<file path="src/rtl/codec_init_seq_if.sv">
// ---------------------------------------------------------------------------
// codec_init_seq_if
//   Handshake bundle between the WM8731 configuration sequencer and the
//   i2c_write transfer engine.
//
//   Signals:
//     write        sequencer -> i2c_write   request a register write
//     done         i2c_write -> sequencer   current transfer has completed
//     config_reg   sequencer -> i2c_write   register byte {reg_addr[6:0], value[8]}
//     config_data  sequencer -> i2c_write   data byte value[7:0]
//
//   Modports:
//     master  sequencer side (drives write/config_reg/config_data)
//     slave   i2c_write side (drives done)
// ---------------------------------------------------------------------------
interface codec_init_seq_if;
    logic       write;
    logic       done;
    logic [7:0] config_reg;
    logic [7:0] config_data;

    modport master (
        output write,
        output config_reg,
        output config_data,
        input  done
    );

    modport slave (
        input  write,
        input  config_reg,
        input  config_data,
        output done
    );
endinterface

</file>
<file path="src/rtl/codec_init_seq.sv">
// ---------------------------------------------------------------------------
// codec_init_seq
//   Table-driven configuration sequencer for the WM8731 audio codec. Walks a
//   fixed 8-entry register table and hands each entry to i2c_write through
//   the write/done handshake, leaving a fixed idle gap between writes.
//   Reports completion or error for status LEDs.
//
//   Ports:
//     sys_clk      in   system clock (50 MHz)
//     rst          in   asynchronous reset, active-high
//     start        in   begin/restart the sequence (IDLE, DONE, ERROR only)
//     bus          if   master side of codec_init_seq_if
//                       (write, done, config_reg, config_data)
//     busy         out  high while issuing, releasing or gapping
//     config_done  out  high once all entries have been written
//     error        out  high after a handshake timeout
//     step         out  index of the current or last table entry
// ---------------------------------------------------------------------------
module codec_init_seq #(
    parameter int NUM_REGS       = 8,
    parameter int GAP_CYCLES     = 500_000,
    parameter int TIMEOUT_CYCLES = 5_000_000,
    parameter bit AUTO_START     = 1'b1
) (
    input  logic                   sys_clk,
    input  logic                   rst,
    input  logic                   start,
    codec_init_seq_if.master       bus,
    output logic                   busy,
    output logic                   config_done,
    output logic                   error,
    output logic [3:0]             step
);

    // One counter serves both the gap timer and the handshake timeout, so it
    // is sized for whichever limit is larger.
    localparam int MAX_CYCLES = (GAP_CYCLES > TIMEOUT_CYCLES) ? GAP_CYCLES : TIMEOUT_CYCLES;
    localparam int CNT_W      = $clog2(MAX_CYCLES + 1);

    localparam logic [CNT_W-1:0] GAP_LAST     = CNT_W'(GAP_CYCLES - 1);
    localparam logic [CNT_W-1:0] TIMEOUT_LAST = CNT_W'(TIMEOUT_CYCLES - 1);
    localparam logic [3:0]       LAST_STEP    = 4'(NUM_REGS - 1);

    typedef enum logic [2:0] {
        S_IDLE,
        S_ISSUE,
        S_RELEASE,
        S_GAP,
        S_DONE,
        S_ERROR
    } state_t;

    state_t           state;
    state_t           state_next;
    logic [CNT_W-1:0] cnt;
    logic [CNT_W-1:0] cnt_next;
    logic [3:0]       step_next;
    logic             first_cycle;

    // Register table. Returns {reg_addr[6:0], value[8:0]}, which is exactly
    // {config_reg, config_data}.
    function automatic logic [15:0] table_entry(input logic [3:0] idx);
        logic [6:0] addr;
        logic [8:0] value;
        case (idx)
            4'd0:    begin addr = 7'd15; value = 9'h000; end  // reset
            4'd1:    begin addr = 7'd6;  value = 9'h000; end  // power down control
            4'd2:    begin addr = 7'd2;  value = 9'h179; end  // headphone volume
            4'd3:    begin addr = 7'd4;  value = 9'h012; end  // analog path
            4'd4:    begin addr = 7'd5;  value = 9'h000; end  // digital path
            4'd5:    begin addr = 7'd7;  value = 9'h00A; end  // digital interface
            4'd6:    begin addr = 7'd8;  value = 9'h000; end  // sampling control
            4'd7:    begin addr = 7'd9;  value = 9'h001; end  // active
            default: begin addr = 7'd15; value = 9'h000; end
        endcase
        return {addr, value};
    endfunction

    // Next-state logic. The shared counter only runs in the timed states and
    // is cleared on every state change, so each ISSUE/RELEASE/GAP visit
    // starts counting from zero.
    always_comb begin
        state_next = state;
        step_next  = step;
        cnt_next   = cnt;

        unique case (state)
            S_IDLE: begin
                if (start || (AUTO_START && first_cycle)) begin
                    state_next = S_ISSUE;
                    step_next  = 4'd0;
                end
            end
            S_ISSUE: begin
                cnt_next = cnt + 1'b1;
                if (bus.done) begin
                    state_next = S_RELEASE;
                end else if (cnt == TIMEOUT_LAST) begin
                    state_next = S_ERROR;
                end
            end
            S_RELEASE: begin
                // A done that never falls (including one already high on
                // entry to ISSUE) ends up here and times out.
                cnt_next = cnt + 1'b1;
                if (!bus.done) begin
                    state_next = S_GAP;
                end else if (cnt == TIMEOUT_LAST) begin
                    state_next = S_ERROR;
                end
            end
            S_GAP: begin
                cnt_next = cnt + 1'b1;
                if (cnt == GAP_LAST) begin
                    if (step == LAST_STEP) begin
                        state_next = S_DONE;
                    end else begin
                        state_next = S_ISSUE;
                        step_next  = step + 4'd1;
                    end
                end
            end
            S_DONE, S_ERROR: begin
                if (start) begin
                    state_next = S_ISSUE;
                    step_next  = 4'd0;
                end
            end
            default: begin
                state_next = S_IDLE;
            end
        endcase

        if (state_next != state) begin
            cnt_next = '0;
        end
    end

    // State and registered outputs. Outputs are derived from the next state
    // so they line up with the state they describe; the table entry is
    // latched only on entry to ISSUE so it stays stable through RELEASE.
    always_ff @(posedge sys_clk or posedge rst) begin
        if (rst) begin
            state           <= S_IDLE;
            cnt             <= '0;
            step            <= 4'd0;
            first_cycle     <= 1'b1;
            bus.write       <= 1'b0;
            bus.config_reg  <= 8'h1E;
            bus.config_data <= 8'h00;
            busy            <= 1'b0;
            config_done     <= 1'b0;
            error           <= 1'b0;
        end else begin
            state       <= state_next;
            cnt         <= cnt_next;
            step        <= step_next;
            first_cycle <= 1'b0;
            bus.write   <= (state_next == S_ISSUE);
            if ((state_next == S_ISSUE) && (state != S_ISSUE)) begin
                {bus.config_reg, bus.config_data} <= table_entry(step_next);
            end
            busy        <= (state_next == S_ISSUE) || (state_next == S_RELEASE) ||
                           (state_next == S_GAP);
            config_done <= (state_next == S_DONE);
            error       <= (state_next == S_ERROR);
        end
    end

endmodule

</file>
<file path="src/flat_wrapper.sv">
// flat-port wrapper written by rule: the top's interface ports become plain ports
module codec_init_seq_flat 
#(
    parameter int NUM_REGS       = 8,
    parameter int GAP_CYCLES     = 500_000,
    parameter int TIMEOUT_CYCLES = 5_000_000,
    parameter bit AUTO_START     = 1'b1
)
  (sys_clk, rst, start, busy, config_done, error, step, bus_write, bus_config_reg, bus_config_data, bus_done);
  codec_init_seq_if bus_i ();
  input  logic sys_clk;
  input  logic rst;
  input  logic start;
  output logic busy;
  output logic config_done;
  output logic error;
  output logic [3:0] step;
  output wire logic [$bits(bus_i.write)-1:0] bus_write;
  output wire logic [$bits(bus_i.config_reg)-1:0] bus_config_reg;
  output wire logic [$bits(bus_i.config_data)-1:0] bus_config_data;
  input wire logic [$bits(bus_i.done)-1:0] bus_done;
  assign bus_write = bus_i.write;
  assign bus_config_reg = bus_i.config_reg;
  assign bus_config_data = bus_i.config_data;
  assign bus_i.done = bus_done;
  codec_init_seq #(.NUM_REGS(NUM_REGS), .GAP_CYCLES(GAP_CYCLES), .TIMEOUT_CYCLES(TIMEOUT_CYCLES), .AUTO_START(AUTO_START)) u_core (.sys_clk(sys_clk), .rst(rst), .start(start), .bus(bus_i), .busy(busy), .config_done(config_done), .error(error), .step(step));
endmodule
</file>
<file path="config.mk">
export PLATFORM = sky130hd
export DESIGN_NAME = codec_init_seq_flat
export DESIGN_NICKNAME = d
export VERILOG_FILES = /design/src/rtl/codec_init_seq_if.sv /design/src/rtl/codec_init_seq.sv /design/src/flat_wrapper.sv
export SDC_FILE = /design/constraint.sdc
export NUM_CORES = 1
export LEC_CHECK = 0
export ABC_AREA = 1
export CAP_MARGIN = 20
export CELL_PAD_IN_SITES_DETAIL_PLACEMENT = 2
export CELL_PAD_IN_SITES_GLOBAL_PLACEMENT = 2
export CORE_UTILIZATION = 33
export CTS_CLUSTER_DIAMETER = 200
export DETAILED_ROUTE_END_ITERATION = 8
export PLACE_DENSITY_LB_ADDON = 0.1
export SLEW_MARGIN = 15
export SYNTH_ARGS = -nofsm -noshare
export SYNTH_HDL_FRONTEND = slang
export SYNTH_SLANG_ARGS = --single-unit
</file>
<file path="constraint.sdc">
create_clock -name sys_clk -period 2.6 [get_ports sys_clk]
set_clock_uncertainty 0.2 [all_clocks]
set_input_delay 0.65 -clock sys_clk [delete_from_list [all_inputs] [get_ports sys_clk]]
set_output_delay 0.65 -clock sys_clk [all_outputs]
set_load 0.01 [all_outputs]
</file>
=== After elaboration in Yosys (flattened, before gate mapping) ===
Memory sizes are Yosys's and may differ from the RTL's.
Index checks and enable logic that the tools add are counted.

* Reductions and logical operators: 8
* Mux-type cells: 16
* Eq/ne operators: 15
* Add/sub/neg operators: 2

{| class="wikitable"
|+ Operator list
! kind !! count
|-
| 2-to-1 mux 23 bit || 2
|-
| adder 23 x 1 -> 23 bit, second input constant || 1
|-
| == test 23 x 19 -> 1 bit, second input constant || 1
|-
| == test 23 bit, second input constant || 1
|-
| 2-to-1 mux 3 bit || 7
|-
| 2-to-1 mux 16 bit || 1
|-
| 2-to-1 mux 4 bit || 4
|-
| case mux 3 bit (5 select lines) || 1
|-
| == test 3 x 2 -> 1 bit, second input constant || 4
|-
| == test 3 bit, second input constant || 4
|-
| case mux 4 bit (3 select lines) || 1
|-
| == test 3 x 1 -> 1 bit, second input constant || 2
|-
| adder 4 x 1 -> 4 bit, second input constant || 1
|-
| == test 4 x 3 -> 1 bit, second input constant || 1
|-
| logical NOT 3 bit || 1
|-
| logical OR 1 bit || 3
|-
| inequality test 3 x 1 -> 1 bit, second input constant || 1
|-
| inequality test 3 bit || 1
|-
| OR reduction 3 bit || 1
|-
| nonzero test 2 bit || 1
|-
| OR reduction 2 bit || 1
|-
| logical AND 1 bit || 1
|}

* Memory bits (read-only): 88
* Bits of input ports: 4
* Memories kept: 1
* Flip-flop bits (word level): 51

{| class="wikitable"
|+ Memory list
! name !! depth !! bits a word !! read ports !! clocked after memory_dff !! wr ports !! RTL line !! text
|-
| (name not given) || 8 || 11 || 1 || 0 || 0 || codec_init_seq.sv:65 || <nowiki>case (idx)</nowiki>
|}

=== Logic depth before layout (Yosys ltp) ===
* Depth in word-level cells: 7
* Mapped depth: 15
* Gate-level depth less buffers: 14

=== Least setup slack after synthesis ===
OpenSTA, ideal clock, no wires.

* Path type: input -> register
* From: input start
* To: register u_core.cnt[9]
* Cell stages on the path: 10
* Buffers on the path: 1
* Slack: 0.541 ns
* Library setup time: 0.122 ns
* Data arrival time: 1.737 ns
* Cell sequence: or2_2 nand4_1 nand3_2 nor2_2 nand2_2 nand2_1 nand2_2 o211ai_4 buf_12 nor2_2

* Word-level cells in the longest chain between the ends: 5
* Elaborated cells on any way between the ends: 7
* Classes of those cells: eq/ne: 1; mux: 4; reduce/logical: 2

{| class="wikitable"
|+ Ends and longest elaborated chain
! item !! RTL line !! text
|-
| start: declaration || flat_wrapper.sv:13 || <nowiki>input logic start;</nowiki>
|-
| logical OR 1 bit || codec_init_seq.sv:89 || <nowiki>if (start || (AUTO_START && first_cycle)) begin</nowiki>
|-
| 2-to-1 mux 3 bit || codec_init_seq.sv:89 ||
|-
| case mux 3 bit (5 select lines) (*) || codec_init_seq.sv:87 || <nowiki>unique case (state)</nowiki>
|-
| named net u_core.state_next[0] || codec_init_seq.sv:54 || <nowiki>state_t state_next;</nowiki>
|-
| inequality test 3 bit (*) || codec_init_seq.sv:134 || <nowiki>if (state_next != state) begin</nowiki>
|-
| 2-to-1 mux 23 bit / nonzero test 2 bit (equally long branches) || n/a ||
|-
| end signal: assignment || codec_init_seq.sv:156 || <nowiki>cnt <= cnt_next;</nowiki>
|-
| end: declaration || codec_init_seq.sv:55 || <nowiki>logic [CNT_W-1:0] cnt;</nowiki>
|}

The timed path passes the listed nets; every way through them passes the cells marked *.
A chain may end at the register's enable or synchronous reset.

=== Worst setup path in the final report ===
* From: register u_core.cnt[20]
* To: register u_core.cnt[2]

* Word-level cells in the longest chain between the ends: 6
* Elaborated cells on any way between the ends: 10
* Classes of those cells: eq/ne: 3; mux: 6; reduce/logical: 1

{| class="wikitable"
|+ Ends and longest elaborated chain
! item !! RTL line
|-
| == test 23 bit || codec_init_seq.sv:98, codec_init_seq.sv:108
|-
| 2-to-1 mux 3 bit || codec_init_seq.sv:98, codec_init_seq.sv:108
|-
| 2-to-1 mux 3 bit, on equally long branches || codec_init_seq.sv:106, codec_init_seq.sv:96
|-
| case mux 3 bit (5 select lines) (*) || codec_init_seq.sv:87
|-
| named net u_core.state_next[1] || codec_init_seq.sv:54
|-
| inequality test 3 bit (*) || codec_init_seq.sv:134
|-
| 2-to-1 mux 23 bit / nonzero test 2 bit (equally long branches) || n/a
|}

Marked as above.

==> impl_metrics.env <==
export IMPL_critPathMostFrequentCell="nor2_1"
export IMPL_worst_r2r_cell_count=11
export IMPL_status="complete, no violations"
export IMPL_netlist_area_um2=2730
export IMPL_ir_drop_uv=511
export IMPL_dr_pass1_iters=3
export IMPL_htreeDepth=2
export IMPL_via_count=2379
export IMPL_worstPathCellList="nor2_1 -> nand3_1 -> nor2_2 -> nand2_2 -> nand2_1 -> inv_2 -> nor2_1 -> nand2_1 -> o211ai_4 -> buf_12 -> nor2_1"
export IMPL_cts_buffers=5
export IMPL_die_area_um2=8630
export IMPL_grt_pass1_wl_um=12900
export IMPL_ff2ff_setup_slack_ns=0.24
export IMPL_grt_total_usage_pct=19.2
export IMPL_yosys_warnings=0
export IMPL_clk_latency_ns=0.30
export IMPL_synth_ff_type="dfrtp_1"
export IMPL_wire_per_inst_um=15.1
export IMPL_vias_per_cell=4.81
export IMPL_hold_ws_ns=0.273
export IMPL_tightestPinTransition_ns=0.638
export IMPL_cpPeakStageDelay_ns=0.42
export IMPL_leakage_nw=1.44
export IMPL_hold_end="u_core.bus.config_reg[1]"
export IMPL_largest_reg_flops=23
export IMPL_avgSynthCellArea_um2=7.56
export IMPL_drtIter0Drc=54
export IMPL_path_delay_family="simple AND/OR/NAND/NOR gates"
export IMPL_syn_inst=361
export IMPL_cts_tree="yes"
export IMPL_hold_depth=2
export IMPL_synth_top_area_cell="dfrtp_1"
export IMPL_fmax_ghz=0.425
export IMPL_synth_edf_count=0
export IMPL_crit_path_end_kind="flip-flop"
export IMPL_slew_viol_final=0
export IMPL_setup_viol=0
export IMPL_hold_buffers=0
export IMPL_hold_violations=0
export IMPL_synth_most_common_cell="nand2_1"
export IMPL_dp_hpwl_um=5880
export IMPL_ys_top_cells_by_count="nand2_1 (87), nor2_1 (51), dfrtp_1 (39)"
export IMPL_dieHeight_um=92.9
export IMPL_reg_largest_list="u_core.cnt (23), u_core.bus.config_data (5)"
export IMPL_grt_start_max_net_pins=45
export IMPL_hp_start="u_core.bus.config_reg[1]"
export IMPL_io_buffers=22
export IMPL_cp_num_buf_inv=2
export IMPL_synth_top_cell_area_share_pct=35.8
export IMPL_finalCritPeriodShare_pct=90.6
export IMPL_relSlewSlack_pct=57.2
export IMPL_ys_types=38
export IMPL_grt_overflow=0
export IMPL_worst_path_max_delay_cell="dfrtp_1"
export IMPL_cts_max_path_buffers=2
export IMPL_hold_path_class="reg2reg"
export IMPL_drive_above_1_share_pct=15.5
export IMPL_postCtsSetupBuffers=0
export IMPL_nets=398
export IMPL_totalPowerFinal_mw=3.00
export IMPL_yosysSeqAreaShare_pct=40.6
export IMPL_power_density_nw_per_um2=941
export IMPL_ys_ff_latch=44
export IMPL_regMostFlops="u_core.cnt"
export IMPL_min_period_ns=2.36
export IMPL_io_pins=28
export IMPL_dp_worst_setup_slack_ns=-0.0156
export IMPL_placementRows=32
export IMPL_drv_cap=0
export IMPL_grt_pass1_vias=2604
export IMPL_detail_route_drc_violations=0
export IMPL_clk_pin_slew_ns=0.09
export IMPL_cp_num_cells=11
export IMPL_post_cts_resized=0
export IMPL_r2r_end="u_core.cnt[2]"
export IMPL_cts_sinks=44
export IMPL_antenna_found_initial=0
export IMPL_diodes=0
export IMPL_reg2reg_from="u_core.cnt[20]"
export IMPL_area_delta_synth_final_pct=16.8
export IMPL_crit_type="reg2reg"
export IMPL_dieWidth_um=92.9
export IMPL_initial_core_util_pct=34.8
export IMPL_drtAntennaViolNets=0
export IMPL_root_buffer="clkbuf_8"
export IMPL_yosys_top_cells_area="dfrtp_1 (36%), nand2_1 (12%), nor2_1 (7.0%)"
export IMPL_wl_um=7470
export IMPL_worst_ep_arrival_time_ns=2.34
export IMPL_coreArea_um2=7850
export IMPL_rsz0062_at_grt="no"
export IMPL_crit_path_start_kind="flip-flop"
export IMPL_cp_required_ns=2.59
export IMPL_crit_fanout=12
export IMPL_place_gp_congestion=0.766
export IMPL_async_reset_ff_share_pct=100
export IMPL_setup_slack_ns=0.245
[worst register-to-register path, cell delays in order, from the launching register on]
cell and delay [ns]:
dfrtp_1 0.42, nor2_1 0.25, nand3_1 0.13, nor2_2 0.19, nand2_2 0.10, nand2_1 0.08, inv_2 0.05, nor2_1 0.13
nand2_1 0.18, o211ai_4 0.29, buf_12 0.18, nor2_1 0.05
[cells in the final DEF, fill, tap and decap left out, drive strengths merged]
cell / instances
dfstp: 5
nand3b: 2
o21bai: 1
clkbuf: 7
clkinv: 1
xor2: 17
nor4: 2
nor2: 70
mux2i: 1
inv: 45
o211ai: 1
clkdlybuf4s50: 22
o22ai: 1
nor3: 13
nand4: 6
dfrtp: 39
xnor2: 4
buf: 8
or2: 1
a21oi: 3
conb: 6
nand3: 35
ha: 2
a31oi: 1
nand2: 95
o21ai: 5
[cell families (layout without fill, tap and decap cells)]
kind of cell               Yosys count  count (layout)  share of synthesized area [%]
AOI/OAI and AO/OA                   12              12                           3.39
xor gates and xnor gates            21              21                           6.74
adders and majority gates            2               2                          0.917
buffers and inverters               56              83                           9.95
DFF                                 44              44                           40.6
muxes                                1               1                          0.367
other                                1               6                          0.137
and+or+nand+nor                    224             224                           37.9
[power breakdown]
group          switching (mW)  total, mW  leakage, nW  internal [mW]
clock network           0.242      0.431       0.0422          0.189
registers               0.102      0.939        0.581          0.838
logic                   0.948       1.63        0.818          0.679
[routing by layer]
layer	up-vias	share of wire (%)	global-route usage [%]
met5	-	0	0
met4	0	0.84	3.85
met3	5	1.9	2.96
met2	25	50	34.2
met1	1177	48	24.4
li1	1172	-	-
[per-stage QoR]
step	area, um^2	util, %	cells	TNS [ns]
finish	3190	40.6	495	0
global route	3190	40.6	495	0
floorplan	2750	-	366	0
detailed placement	3100	39.6	487	-0.0389
CTS	3190	40.6	495	0
global placement	3100	39.6	487	0
[how the worst max path moves through the flow]
stage	slack, ns	from	end
final	0.24	u_core.cnt[20]	u_core.cnt[2]
after detailed placement	-0.02	start	u_core.bus.config_reg[4]
after floorplan	0.54	start	u_core.cnt[9]
after global routing	0.06	u_core.cnt[20]	u_core.cnt[13]
after global placement	0.02	start	u_core.bus.config_reg[4]
after CTS	0.17	u_core.cnt[20]	u_core.cnt[0]
[layout make-up]
class / count / area, um^2
clock buffers: 7 / 76.3
clock inverters: 1 / 5.00
fillers: 926 / 4660
inverters: 45 / 171
multi-input cells: 266 / 1370
flip-flops and latches: 44 / 1110
well taps: 102 / 128
repair buffers: 30 / 330
(Power assumes the default switching activity.)
